**src/rtl/posit_mult_pipe.sv**
```systemverilog
// posit_mult_pipe: two-stage multi-lane posit multiply core (sign, scale, significand product, zero/NaR flags).
// Define POSIT_MULT_NORM_EN to normalise each product to 01.f in stage 2.
module posit_mult_pipe #(
    parameter int WIDTH = 8,
    parameter int EXP   = 2,
    parameter int LANES = 1,
    parameter int REGI  = $clog2(WIDTH) + 1,
    parameter int MTS   = WIDTH - 3 - EXP,
    parameter int SCW   = REGI + EXP + 2
) (
    input  logic                      clk_i,
    input  logic                      rstn,
    input  logic                      in_valid,
    output logic                      in_ready,
    input  logic [LANES-1:0]          sign_a,
    input  logic [LANES-1:0]          sign_b,
    input  logic [LANES*REGI-1:0]     regi_a,
    input  logic [LANES*REGI-1:0]     regi_b,
    input  logic [LANES*EXP-1:0]      exp_a,
    input  logic [LANES*EXP-1:0]      exp_b,
    input  logic [LANES*MTS-1:0]      mts_a,
    input  logic [LANES*MTS-1:0]      mts_b,
    input  logic [LANES-1:0]          zero_a,
    input  logic [LANES-1:0]          zero_b,
    input  logic [LANES-1:0]          nar_a,
    input  logic [LANES-1:0]          nar_b,
    output logic                      out_valid,
    input  logic                      out_ready,
    output logic [LANES-1:0]          sign_m,
    output logic [LANES*SCW-1:0]      scale_m,
    output logic [LANES*2*(MTS+1)-1:0] mts_m,
    output logic [LANES-1:0]          zero_m,
    output logic [LANES-1:0]          nar_m
);
    localparam int SW = MTS + 1;
    localparam int PW = 2 * SW;

    logic                 s1_valid, s2_valid, s1_ready, s2_ready;
    logic [LANES-1:0]     sp, n1_sign, n1_zero, n1_nar, s1_sign, s1_zero, s1_nar;
    logic [LANES*SCW-1:0] n1_scale, s1_scale, n2_scale;
    logic [LANES*SW-1:0]  n1_siga, n1_sigb, s1_siga, s1_sigb;
    logic [LANES*PW-1:0]  n2_mts;
    logic [PW-1:0]        prod [LANES];

    assign s2_ready  = ~s2_valid | out_ready;
    assign s1_ready  = ~s1_valid | s2_ready;
    assign in_ready  = s1_ready;
    assign out_valid = s2_valid;

    // Special lanes are zeroed at stage 1 so the multiplier sees 0 and nothing leaks to the outputs
    assign sp      = nar_a | nar_b | zero_a | zero_b;
    assign n1_nar  = nar_a | nar_b;
    assign n1_zero = (zero_a | zero_b) & ~n1_nar;
    assign n1_sign = (sign_a ^ sign_b) & ~sp;

    always_comb begin
        n1_scale = '0;
        n1_siga  = '0;
        n1_sigb  = '0;
        for (int l = 0; l < LANES; l++) begin
            n1_scale[l*SCW +: SCW] = sp[l] ? '0 :
                (SCW'($signed(regi_a[l*REGI +: REGI])) << EXP) + SCW'(exp_a[l*EXP +: EXP]) +
                (SCW'($signed(regi_b[l*REGI +: REGI])) << EXP) + SCW'(exp_b[l*EXP +: EXP]);
            n1_siga[l*SW +: SW] = sp[l] ? '0 : {1'b1, mts_a[l*MTS +: MTS]};
            n1_sigb[l*SW +: SW] = sp[l] ? '0 : {1'b1, mts_b[l*MTS +: MTS]};
        end
    end

    always_comb begin
        for (int l = 0; l < LANES; l++)
            prod[l] = PW'(s1_siga[l*SW +: SW]) * PW'(s1_sigb[l*SW +: SW]);
    end

    always_comb begin
        n2_mts   = '0;
        n2_scale = '0;
        for (int l = 0; l < LANES; l++) begin
`ifdef POSIT_MULT_NORM_EN
            n2_mts[l*PW +: PW]     = prod[l][PW-1] ? {1'b0, prod[l][PW-1:2], |prod[l][1:0]} : prod[l];
            n2_scale[l*SCW +: SCW] = s1_scale[l*SCW +: SCW] + SCW'(prod[l][PW-1]);
`else
            n2_mts[l*PW +: PW]     = prod[l];
            n2_scale[l*SCW +: SCW] = s1_scale[l*SCW +: SCW];
`endif
        end
    end

    always_ff @(posedge clk_i or negedge rstn) begin
        if (!rstn) begin
            s1_valid <= 1'b0;
            s2_valid <= 1'b0;
            s1_sign  <= '0;
            s1_zero  <= '0;
            s1_nar   <= '0;
            s1_scale <= '0;
            s1_siga  <= '0;
            s1_sigb  <= '0;
            sign_m   <= '0;
            scale_m  <= '0;
            mts_m    <= '0;
            zero_m   <= '0;
            nar_m    <= '0;
        end else begin
            if (s1_ready) s1_valid <= in_valid;
            if (s2_ready) s2_valid <= s1_valid;
            if (in_valid & s1_ready) begin
                s1_sign  <= n1_sign;
                s1_zero  <= n1_zero;
                s1_nar   <= n1_nar;
                s1_scale <= n1_scale;
                s1_siga  <= n1_siga;
                s1_sigb  <= n1_sigb;
            end
            if (s1_valid & s2_ready) begin
                sign_m  <= s1_sign;
                scale_m <= n2_scale;
                mts_m   <= n2_mts;
                zero_m  <= s1_zero;
                nar_m   <= s1_nar;
            end
        end
    end
endmodule
```
**config.mk**
```make
export PLATFORM = sky130hd
export DESIGN_NAME = posit_mult_pipe
export DESIGN_NICKNAME = d
export VERILOG_FILES = /design/src/rtl/posit_mult_pipe.sv
export SDC_FILE = /design/constraint.sdc
export NUM_CORES = 1
export LEC_CHECK = 0
export BUFFER_PORTS_ARGS = -buffer_cell sky130_fd_sc_hd__buf_2
export CORE_ASPECT_RATIO = 1.4
export CORE_MARGIN = 2
export CORE_UTILIZATION = 53
export CTS_CLUSTER_SIZE = 40
export DETAILED_ROUTE_END_ITERATION = 12
export PLACE_DENSITY = 0.81
export SYNTH_ARGS = -nofsm -noshare
export SYNTH_HDL_FRONTEND = slang
export SYNTH_SLANG_ARGS = --single-unit
```
**constraint.sdc**
```tcl
create_clock -name clk_i -period 3.56 [get_ports clk_i]
set_clock_uncertainty 0.1 [all_clocks]
set_input_delay 0.89 -clock clk_i [delete_from_list [all_inputs] [get_ports clk_i]]
set_output_delay 0.89 -clock clk_i [all_outputs]
set_load 0.05 [all_outputs]
```
==> impl_results.md <==
* Layout area overhead at 17.0%
* CTS sink count at 39
* Wire length of the first global-routing pass at 6470 um
* RSZ-0062 raised after global routing: false
* IO Port Bufs at 48
* Period utilization at 85.1%
* WP data required at 3.69 ns
* Finished layout cell area at 2480 um2
* Maximum vdd drop at 0.260 mV
* Antenna violations before repair at 0
* Largest fanout on the critical path at 8
* Core Area at 3880 um2
* Congestion Overflow GR at 0
* Worst setup EP type: flop
* Cell count after synthesis at 178
* Syn Std Cell Area at 2120 um2
* Worst Path Class, Setup: flop to flop
* Avg WL per Cell at 13.6 um
* Via count at 1508
* Sw Pwr at 0.266 mW
* FMAX at 330 MHz
* Slew at the pin with the worst max-slew slack at 0.823 ns
* Hold buffer count at cts at 0
* Layout fillers at 333
* Run status: finished clean
* Gr usage total at 18.3%
* Final worst path period need at 3.03 ns
* Leakage at 1.38 nW
* Post-CTS sizing at 0
* Die ar. at 4540 um2
* Clk root buf: clkbuf_8
* H-tree depth at 2
* Syn Area/Cell at 11.9 um2
* Drt via density at 5.52
* Max-cap violations at 0
* Drt first-iter violations at 31
* DP Wirelength at 2870 um
* Ys Warns at 0
* I/O pins at 49
* Net Count, Synth at 229
* Clock power frac at 33.7%
* Global placement routability congestion at 0.729
* CTS tree: yes
* Worst Hold Class: flop to flop
* Layout cells sized above 1 at 32.2%
* Die X at 57.5 um
* Synthesized flop and latch total at 39
* Diode count at 0
* R2r setup slk at 0.53 ns
* Yosys top cell area share at 46.0%
* Switching portion of total power at 27.6%
* Final hold viol count at 0
* Cell Pwr Density at 388 nW/um2
* Largest area contributor in the netlist: dfrtp_1
* Maximum clock insertion buffer count at 2
* Placed inst area at 2380 um2
* Max Slew Vio Count at 0
* Vias in the first global route at 1539
* Starting Density at 54.7%
* Arrival time at the worst endpoint at 3.16 ns
* DRT antenna net count at 0
* Crit path launch type: flop
* Later-pin clock latency in the skew report at 0.28 ns
* Vert. Die Dim at 78.9 um
* Seq pwr share at 49.4%
* TNS Setup at 0 ns
* Num CTS Buffers at 5
* Comb pwr share at 17.0%
* Final setup viols at 0
* Post-CTS Setup Bufs at 0
* # DRC at 0
* Worst slew margin at 45.2%
* DR pass1 iterations at 4
* Distinct cell type count after synthesis at 34
* Nets@finish at 280
* Pin count of the biggest net entering global routing at 40
* WL final at 3720 um
* Cell Int Power at 0.697 mW
* # rows at 27
* Seq/Total Area, Yosys at 46.0%
* Area contributors post-synth: dfrtp_1 (46%), ha_1 (11%), mux2_2 (7.4%)
* Clk slew on worst S/H paths at 0.07 ns
registers in the layout, indices dropped and copies added (netlist names):
signal,count
s1_valid,1
scale_m,8
nar_m,1
n2_scale,8
mts_m,8
s1_siga,4
s1_sign,1
zero_m,1
s1_zero,1
sign_m,1
out_valid,1
s1_sigb,3
s1_nar,1
layout by cell type (no fill, tap or decap), drive strengths merged, types with 2 or more instances in the layout:
cell / instances
mux2: 14
and2: 11
xnor2: 4
a2111o: 2
o211ai: 2
a22o: 8
a21o: 5
a211o: 2
nor2: 3
nand3: 2
xor2: 2
a21oi: 4
nand2: 19
clkbuf: 8
nor2b: 2
inv: 4
nand3b: 2
nand2b: 3
a22oi: 2
dfrtp: 39
o21ai: 13
ha: 18
buf: 49
fa: 5
cell type report:
class / instances / area (um2) / share of cell area [%]
clock buffers: 8 / 100 / 4.03
inverters: 4 / 15.0 / 0.604
multi-input cells: 130 / 1090 / 44.0
flip-flops and latches: 39 / 976 / 39.3
well taps: 43 / 53.8 / 2.17
repair buffers: 49 / 248 / 9.97
worst max-delay path, cell delays in order (launching register included):
cell     delay (ns)
dfrtp_1        0.44
nand2_1        0.11
fa_1           0.53
inv_1          0.05
fa_1           0.52
ha_1           0.32
a21o_1         0.14
a31o_1         0.18
or4bb_1        0.49
nand3_1        0.09
cell families after synthesis:
family                     Yosys count  synth area share [%]
and+or+nand+nor                     46                  12.3
AOI/OAI and AO/OA                   40                  13.5
DFF                                 39                  46.0
adders and majority gates           23                  15.3
muxes                               15                  7.90
buffers and inverters                9                  2.59
xor gates and xnor gates             6                  2.47
layer usage:
layer	wire (um)	track usage [%]	share of wire (%)
met4	68	6.98	1.8
met3	148	4.07	4.0
met2	2050	33.3	55
met1	1460	20.3	39
met5	0	0	0
cells in the mapped netlist:
| library cell | count |
|---|---|
| a22oi_1 | 2 |
| nor3b_1 | 1 |
| nand3_2 | 1 |
| nand2b_1 | 3 |
| buf_4 | 1 |
| nor4_4 | 1 |
| nand3_1 | 1 |
| inv_1 | 4 |
| a211o_1 | 2 |
| ha_1 | 18 |
| xor2_1 | 2 |
| and2_1 | 11 |
| a2111o_1 | 2 |
| xnor2_1 | 4 |
| buf_6 | 2 |
| a31o_1 | 1 |
| o21ai_0 | 13 |
| a22o_1 | 8 |
| a21oi_1 | 4 |
| nor2_1 | 3 |
| nand2_1 | 19 |
| a21o_1 | 5 |
| mux2i_1 | 1 |
| o211ai_1 | 1 |
| nand3b_1 | 2 |
| o211ai_2 | 1 |
| fa_1 | 5 |
| mux2_2 | 14 |
| dfrtp_1 | 39 |
| a32o_1 | 1 |
| or4bb_1 | 1 |
| buf_2 | 2 |
| and3_2 | 1 |
| nor2b_1 | 2 |
metrics by stage:
| step | hold slack [ns] | std cells | setup WS [ns] | util [%] | total power [mW] |
|---|---|---|---|---|---|
| after floorplan | 0.345 | 178 | 0.688 | - | 0.598 |
| after global placement | 0.357 | 265 | 0.612 | 61.4 | 0.647 |
| after detailed placement | 0.366 | 265 | 0.554 | 61.4 | 0.650 |
| after CTS | 0.382 | 273 | 0.525 | 64.0 | 0.972 |
| after global routing | 0.413 | 273 | 0.393 | 64.0 | 1.01 |
| final | 0.376 | 273 | 0.530 | 64.0 | 0.964 |
path summary, 6_finish.rpt:
path                             to       start  cells past startpoint
max                        mts_m[7]  s1_siga[3]                      9
min                        mts_m[6]    mts_m[6]                      2
max reg2reg                mts_m[7]  s1_siga[3]                      9
min reg2reg                mts_m[6]    mts_m[6]                      2
max in group asynchronous    s1_nar        rstn                      1
min in group asynchronous     nar_m        rstn                      1
power groups by stage:
| stage | clock network, mW | registers [mW] | logic, mW |
|---|---|---|---|
| after floorplan | 0 | 0.525 | 0.0734 |
| after global placement | 0 | 0.484 | 0.163 |
| after detailed placement | 0 | 0.484 | 0.166 |
| after CTS | 0.330 | 0.476 | 0.167 |
| after global routing | 0.349 | 0.479 | 0.180 |
| final | 0.324 | 0.476 | 0.163 |
Note: power is estimated with default switching activity, not from simulation.
